## config.mk

```make
export PLATFORM = sky130hd
export DESIGN_NAME = branch_resolve_queue
export DESIGN_NICKNAME = d
export VERILOG_FILES = /design/src/rtl/brq_pkg.sv /design/src/rtl/brq_fifo.sv /design/src/rtl/branch_resolve_queue.sv
export SDC_FILE = /design/constraint.sdc
export NUM_CORES = 1
export LEC_CHECK = 0
export BUFFER_PORTS_ARGS = -buffer_cell sky130_fd_sc_hd__buf_2
export CORE_AREA = 4 4 91 93
export DETAILED_ROUTE_END_ITERATION = 10
export DIE_AREA = 0 0 95 97
export PLACE_DENSITY_LB_ADDON = 0.25
export SLEW_MARGIN = 20
export SYNTH_ARGS = -nofsm -noshare
export SYNTH_HDL_FRONTEND = slang
export SYNTH_SLANG_ARGS = --single-unit
```

## constraint.sdc

```tcl
create_clock -name clk -period 3.01 [get_ports clk]
set_clock_uncertainty 0.2 [all_clocks]
set_input_delay 0.602 -clock clk [delete_from_list [all_inputs] [get_ports clk]]
set_output_delay 0.602 -clock clk [all_outputs]
set_load 0.05 [all_outputs]
```

## src/rtl/brq_pkg.sv

```systemverilog
// Shared branch-prediction types: direction values, entry fields and
// 2-bit saturating counter encodings.
package brq_pkg;

  localparam logic TAKEN     = 1'b1;
  localparam logic NOT_TAKEN = 1'b0;

  localparam int BRQ_IDX_W  = 6;
  localparam int BRQ_PRED_W = 1;

  typedef enum logic [1:0] {
    SNT = 2'b00,
    WNT = 2'b01,
    WT  = 2'b10,
    ST  = 2'b11
  } bp_cnt_e;

endpackage

```

## src/rtl/brq_fifo.sv

```systemverilog
// Circular buffer of in-flight branch entries with pointer/count
// tracking and a flush that drops everything younger than the head.
module brq_fifo #(
  parameter int DEPTH = 4,
  parameter int W     = 7,
  parameter int CNT_W = 3
) (
  input  logic             clk,
  input  logic             rst_n,
  input  logic             push,
  input  logic [W-1:0]     wdata,
  input  logic             pop,
  input  logic             flush,
  output logic [W-1:0]     rdata,
  output logic             full,
  output logic             empty,
  output logic [CNT_W-1:0] count
);

  localparam int PW = $clog2(DEPTH);

  logic [W-1:0]  mem [DEPTH];
  logic [PW-1:0] rd_ptr;
  logic [PW-1:0] wr_ptr;
  logic [PW-1:0] rd_nxt;
  logic          pop_ok;
  logic          push_ok;

  assign full    = (count == CNT_W'(DEPTH));
  assign empty   = (count == '0);
  assign pop_ok  = pop && !empty;
  // a push may take the slot freed by a same-cycle pop
  assign push_ok = push && (!full || pop_ok) && !flush;
  assign rd_nxt  = rd_ptr + PW'(pop_ok);
  assign rdata   = mem[rd_ptr];

  always_ff @(posedge clk or negedge rst_n) begin
    if (!rst_n) begin
      rd_ptr <= '0;
      wr_ptr <= '0;
      count  <= '0;
      for (int i = 0; i < DEPTH; i++) mem[i] <= '0;
    end else begin
      rd_ptr <= rd_nxt;
      if (push_ok) mem[wr_ptr] <= wdata;
      if (flush) begin
        wr_ptr <= rd_nxt;
        count  <= '0;
      end else begin
        wr_ptr <= wr_ptr + PW'(push_ok);
        if (push_ok && !pop_ok)
          count <= count + CNT_W'(1);
        else if (pop_ok && !push_ok)
          count <= count - CNT_W'(1);
      end
    end
  end

endmodule

```

## src/rtl/branch_resolve_queue.sv

```systemverilog
// Pops resolved branches in order, emits a registered counter-table update
// and mispredict flush. Optional counters under BRQ_STATS_EN.
module branch_resolve_queue
  import brq_pkg::*;
#(
  parameter int DEPTH = 4,
  parameter int IDX_W = BRQ_IDX_W,
  parameter int CNT_W = 3
) (
  input  logic             clk,
  input  logic             rst_n,
  input  logic             push,
  input  logic [IDX_W-1:0] push_idx,
  input  logic             push_pred,
  output logic             full,
  input  logic             resolve,
  input  logic             resolve_taken,
  output logic             upd_en,
  output logic [IDX_W-1:0] upd_idx,
  output logic             upd_taken,
  output logic             mispredict,
  output logic             empty,
  output logic [CNT_W-1:0] count,
  output logic             err_underflow
`ifdef BRQ_STATS_EN
  ,
  output logic [15:0]      stat_resolved,
  output logic [15:0]      stat_mispred
`endif
);

  localparam int EW = IDX_W + BRQ_PRED_W;

  logic [EW-1:0]    head;
  logic [IDX_W-1:0] head_idx;
  logic             head_pred;
  logic             res_ok;
  logic             miss;

  assign head_idx  = head[EW-1:1];
  assign head_pred = head[0];
  assign res_ok    = resolve && !empty;
  assign miss      = res_ok && (head_pred != resolve_taken);

  brq_fifo #(
    .DEPTH (DEPTH),
    .W     (EW),
    .CNT_W (CNT_W)
  ) u_fifo (
    .clk   (clk),
    .rst_n (rst_n),
    .push  (push),
    .wdata ({push_idx, push_pred}),
    .pop   (resolve),
    .flush (miss),
    .rdata (head),
    .full  (full),
    .empty (empty),
    .count (count)
  );

  always_ff @(posedge clk or negedge rst_n) begin
    if (!rst_n) begin
      upd_en        <= 1'b0;
      upd_idx       <= '0;
      upd_taken     <= NOT_TAKEN;
      mispredict    <= 1'b0;
      err_underflow <= 1'b0;
    end else begin
      upd_en     <= res_ok;
      mispredict <= miss;
      if (res_ok) begin
        upd_idx   <= head_idx;
        upd_taken <= resolve_taken;
      end
      if (resolve && empty) err_underflow <= 1'b1;
    end
  end

`ifdef BRQ_STATS_EN
  always_ff @(posedge clk or negedge rst_n) begin
    if (!rst_n) begin
      stat_resolved <= '0;
      stat_mispred  <= '0;
    end else begin
      if (res_ok && stat_resolved != 16'hFFFF)
        stat_resolved <= stat_resolved + 16'd1;
      if (miss && stat_mispred != 16'hFFFF)
        stat_mispred <= stat_mispred + 16'd1;
    end
  end
`endif

endmodule

```

* After elaboration in Yosys (flattened, before gate mapping)
Cells that the tools add are included.
** Cells by class
- Add/subtract/negate cells :: 4
- $mul :: 0
- Div/mod/pow operators :: 0
- Magnitude comparators :: 3
- Equality and inequality tests :: 2
- Shift operators :: 0
- Mux-type cells :: 10
- Bitwise logic cells :: 2
- Reductions and logical operators :: 16
** Operator list (number)
- 28-bit bitwise mux :: 1
- 7-bit 2-to-1 mux :: 3
- 7-bit binary-select mux with 2-bit select :: 1
- 7-bit demux with 2-bit select :: 1
- 3-bit 2-to-1 mux :: 3
- 1-bit logical AND :: 8
- 3-bit >= comparator, second input constant :: 2
- 2-bit inverter with 3-bit output :: 2
- 1-bit logical NOT :: 5
- 2-bit by 1-bit adder with 2-bit output :: 2
- 3-bit by 1-bit adder with 3-bit output, second input constant :: 1
- 3-bit == test, second input constant :: 1
- 3-bit logical NOT :: 1
- 3-bit by 1-bit < comparator with 1-bit output, second input constant :: 1
- 3-bit nonzero test :: 1
- 3-bit by 1-bit subtractor with 3-bit output, second input constant :: 1
- 2-bit 2-to-1 mux :: 1
- 1-bit logical OR :: 1
- 1-bit != test :: 1
** Storage, ports and cells
- Register bits after elaboration :: 45
- Bits in latches :: 0
- Memory bits (writable) :: 0
- Bits in read-only memories :: 0
- Input bits :: 12
- Output and inout bits :: 15
- Logic and storage cells :: 49
- Memories :: 0

* Logic depth before layout (Yosys ltp)
- Depth after elaboration :: 13
- Mapped depth :: 9

* By module
Synthesis repeated with hierarchy kept, for this count alone.
** Second synthesis, totals
- Cells, all modules :: 138
- Area, all modules :: 2174.6 um^2
** By module, submodules not included
- brq_fifo :: instances 1, cells an instance 116, area an instance 1769.2 um^2, sequential area each 875.8 um^2
- branch_resolve_queue :: instances 1, cells an instance 22, area an instance 405.4 um^2, sequential area each 250.2 um^2

* Worst setup path before layout
No wires, ideal clock.
- Path type :: flip-flop to flip-flop
- Start point :: register u_fifo.count[0]
- End point :: register u_fifo.wr_ptr[0]
- Library setup time :: 0.125 ns
- Arrival time :: 2.350 ns
- Path slack :: 0.336 ns
- Stages on the path, launching flop included :: 7
- Buffers on the path :: 1
- Path through :: dfrtp_1 -> o31ai_2 -> buf_4 -> nor2_2 -> nor2b_1 -> ha_1 -> mux2_2
** On the way
- Longest elaborated chain between the ends :: 8
- Elaborated cells between the ends (all ways) :: 13
** RTL lines
- from (decl) :: RTL line brq_fifo.sv:17 : output logic [CNT_W-1:0] count
- from (signal assigned) :: RTL line brq_fifo.sv:52 : count <= count + CNT_W'(1);
- from (signal assigned) :: RTL line brq_fifo.sv:54 : count <= count - CNT_W'(1);
- 3-bit logical NOT * :: RTL line brq_fifo.sv:30 : assign empty = (count == '0);
- 1-bit logical NOT * :: RTL line branch_resolve_queue.sv:42 : assign res_ok = resolve && !empty;
- 1-bit logical AND * :: RTL line branch_resolve_queue.sv:42
- 1-bit logical AND * :: RTL line branch_resolve_queue.sv:43 : assign miss = res_ok && (head_pred != resolve_taken);
- net miss :: RTL line branch_resolve_queue.sv:38 : logic miss;
- 1-bit logical NOT :: RTL line brq_fifo.sv:33 : assign push_ok = push && (!full || pop_ok) && !flush;
- 1-bit logical AND :: RTL line brq_fifo.sv:33
- 2-bit by 1-bit adder with 2-bit output :: RTL line brq_fifo.sv:50 : wr_ptr <= wr_ptr + PW'(push_ok);
- 2-bit 2-to-1 mux * :: RTL line brq_fifo.sv:46 : if (flush) begin
- to (signal assigned) :: RTL line brq_fifo.sv:47 : wr_ptr <= rd_nxt;
- to (signal assigned) :: RTL line brq_fifo.sv:50
- to (decl) :: RTL line brq_fifo.sv:24 : logic [PW-1:0] wr_ptr;
The timed path passes the listed nets; every way through them passes the cells marked *.
A chain may end at the register's enable or synchronous reset.

* Worst setup path after layout
- Start point :: register u_fifo.rd_ptr[1]
- End point :: register u_fifo.wr_ptr[1]
** On the way
- Longest elaborated chain between the ends :: 10
- Elaborated cells between the ends (all ways) :: 11
** RTL lines
- from (decl) :: RTL line brq_fifo.sv:23 : logic [PW-1:0] rd_ptr;
- from (signal assigned) :: RTL line brq_fifo.sv:44 : rd_ptr <= rd_nxt;
- 2-bit inverter with 3-bit output (implied by the code) * :: RTL line brq_fifo.sv:35 : assign rdata = mem[rd_ptr];
- 7-bit binary-select mux with 2-bit select * :: RTL line brq_fifo.sv:35
- 7-bit 2-to-1 mux (implied by the code) * (2 in a row) :: RTL line brq_fifo.sv:35
- 1-bit != test * :: RTL line branch_resolve_queue.sv:43
- 1-bit logical AND * :: RTL line branch_resolve_queue.sv:43
- net miss :: RTL line branch_resolve_queue.sv:38
- 1-bit logical NOT :: RTL line brq_fifo.sv:33
- 1-bit logical AND :: RTL line brq_fifo.sv:33
- 2-bit by 1-bit adder with 2-bit output :: RTL line brq_fifo.sv:50
- 2-bit 2-to-1 mux * :: RTL line brq_fifo.sv:46
The timed path passes the listed nets; every way through them passes the cells marked *. The select of a mux whose other input is x is not followed.

==> metrics <==
status=finished clean; global-route usage over all layers=9.618%; Post-route DRC=0; most common cell in the synthesized netlist=dfrtp_1; Core Region=7527 sq um; Crit path required time=3.00 ns; Area growth syn-to-layout=17.43%; Via-to-Cell Ratio=4.614; ant diodes=0; Initial Utilization=27.84%; top cells by area, synth=dfrtp_1, mux2_2, mux4_2, o2111ai_4, xnor2_4; Slew Limit Fails=0; dpl hpwl=2952 microns; layout cells sized above 1=53.94%; actual slew at the worst max-slew pin=0.5660 ns; top cells by count, synth=dfrtp_1, mux2_2, mux4_2; Max Fclk=394.8 MHz; Cell variety after synth=29; synth warn=0; largest net degree at the start of global routing=46; global-route wire length before repair=6865 microns; Ports=27; RD Place Congestion=0.7116; async set-reset flop share out of synthesis=100.0%; number of synthesized flops with an enable pin=0; Slew headroom=62.26%; Post-Syn Instances=132; Tcrit/Tclk final=84.15%; filler instances=782; total CTS buffers=5; DIE AREA=9215 sq um; Top FF cell, synth=dfrtp_1; DRT iter0 DRCs=25; die span in y=97 microns; GR Overflow Total=0; port bufs=26; crit path kind=register to register; fin util=32.70%; CTS tree=done; clk_lat worst skew=0.29 ns; H-tree Lvls=2; clk slew on worst S/H paths=0.09 ns; PostCTS Resize Cnt=0; Layout Nets=179; cts hold-fix bufs=0; clock period minus worst slack=2.533 ns; Yosys top cell area share=53.73%; Final Hold Vio Count=0; Yosys top cell by area=dfrtp_1; Synthesized Nets=147; Max Cap Violations=0; final setup fails=0; antenna violations before repair=0; Worst Path Max Fanout=8; Post-CTS Setup Bufs=0; die width=95 microns; # clock sinks=45; worst-case clock buffer depth=2; vias post-DR=1232; endpoint type of the worst setup path=register; Avg Inst Size Synth=15.88 sq um; area of the multi-input gates=933.4 sq um; setup TNS=0 ns; Peak VDD IR=0.4050 mV; pwr/cell area=1207 nW/um^2; Startpoint Class=register; register area share after synthesis=53.73%; Root Driver=clkbuf_8; vias in the first global route=1335; final wirelength=4075 microns; Rows=32; register bit total from synthesis=45; Routed wire per std cell=15.26 microns; register area=1126 sq um; Antenna Nets Post-Route=0; CP arrival=2.52 ns; worst hold slack=0.08996 ns; mapped cell area=2096 sq um; RSZ-0062 raised after global routing=no; hold crit path type=input pin to asynchronous set/reset pin; First-pass DRT Iterations=4; Lkg Pwr=1.043 nW
## routing by layer
metal  vias up  routed length (microns)  GRT usage (%)  part of all wire, %
met5         -                        0              0                    0
met4         0                       59          3.108                  1.4
met3         9                      189          2.644                  4.6
met2        33                     2035          16.11                   50
met1       633                     1791          11.85                   44
li1        557                        -              -                    -
## cell families (layout without fill, tap and decap cells)
kind of cell	Yosys count	after routing	share of synthesized area [%]
flip-flops	45	45	53.73
XOR/XNOR	3	3	2.150
adder cells (fa/ha/maj)	3	3	2.149
multiplexers	45	45	27.88
AO/OA/AOI/OAI	15	15	8.716
AND/OR/NAND/NOR	12	12	3.225
buffers and inverters	9	42	2.150
## layout by cell type, fill, tap and decap left out, types with 3 or more instances in the layout
master     netlist  routed
nor3_1           3       3
buf_4            1       4
mux4_2           7       7
dfrtp_1         45      45
o2111ai_4        4       4
clkbuf_8         0       6
buf_2            0      25
inv_1            5       5
mux2_2          37      37
## path summary, 6_finish.rpt
| path | from | cells past startpoint | endpoint | slack, ns |
|---|---|---|---|---|
| setup reg to reg | u_fifo.rd_ptr[1] | 7 | u_fifo.wr_ptr[1] | 0.48 |
| hold reg to reg | err_underflow | 1 | err_underflow | 0.27 |
| hold / removal | rst_n | 1 | u_fifo.mem[9] | 0.09 |
| setup / recovery | u_fifo.rd_ptr[1] | 7 | u_fifo.wr_ptr[1] | 0.48 |
| min in group clk | err_underflow | 1 | err_underflow | 0.27 |
| max in group asynchronous | rst_n | 1 | upd_idx[3] | 2.13 |
## through the flow
stage          cell area [sq um]  cells  worst slack [ns]  power, mW
4_1_cts                     2459    267            0.4427      3.027
5_1_grt                     2461    267            0.3258      3.178
6_report                    2461    267            0.4772      2.970
3_3_place_gp                2359    259            0.5449      2.543
2_1_floorplan               2096    132            0.3357      2.267
3_5_place_dp                2359    259            0.4588      2.612
## flip-flops by register name (all words and copies together) (netlist names)
register / cells
u_fifo.mem: 28
u_fifo.rd_ptr: 2
mispredict: 1
upd_en: 1
u_fifo.wr_ptr: 2
upd_taken: 1
u_fifo.count: 3
err_underflow: 1
upd_idx: 6
## layout make-up
type,count,share of cell area [%]
Inverter,5,0.7626
Clock buffer,6,3.355
Tap cell,102,5.186
Sequential cell,45,45.75
Timing Repair Buffer,29,6.304
Clock inverter,2,0.7117
Multi-Input combinational cell,78,37.93
## report_power, final
group          internal (mW)  switching, mW  total, mW  leakage (nW)
clock network          0.191          0.209      0.399        0.0518
registers              0.906          0.226       1.13         0.535
logic                  0.658          0.781       1.44         0.456
## worst max-delay path: stages (launching register included)
cell and delay (ns):
dfrtp_1 0.61, mux4_2 0.43, xnor2_4 0.21, nor2_2 0.27, nor2b_1 0.09, ha_1 0.20, xor2_1 0.14, mux2_2 0.26
(Power assumes the default switching activity.)
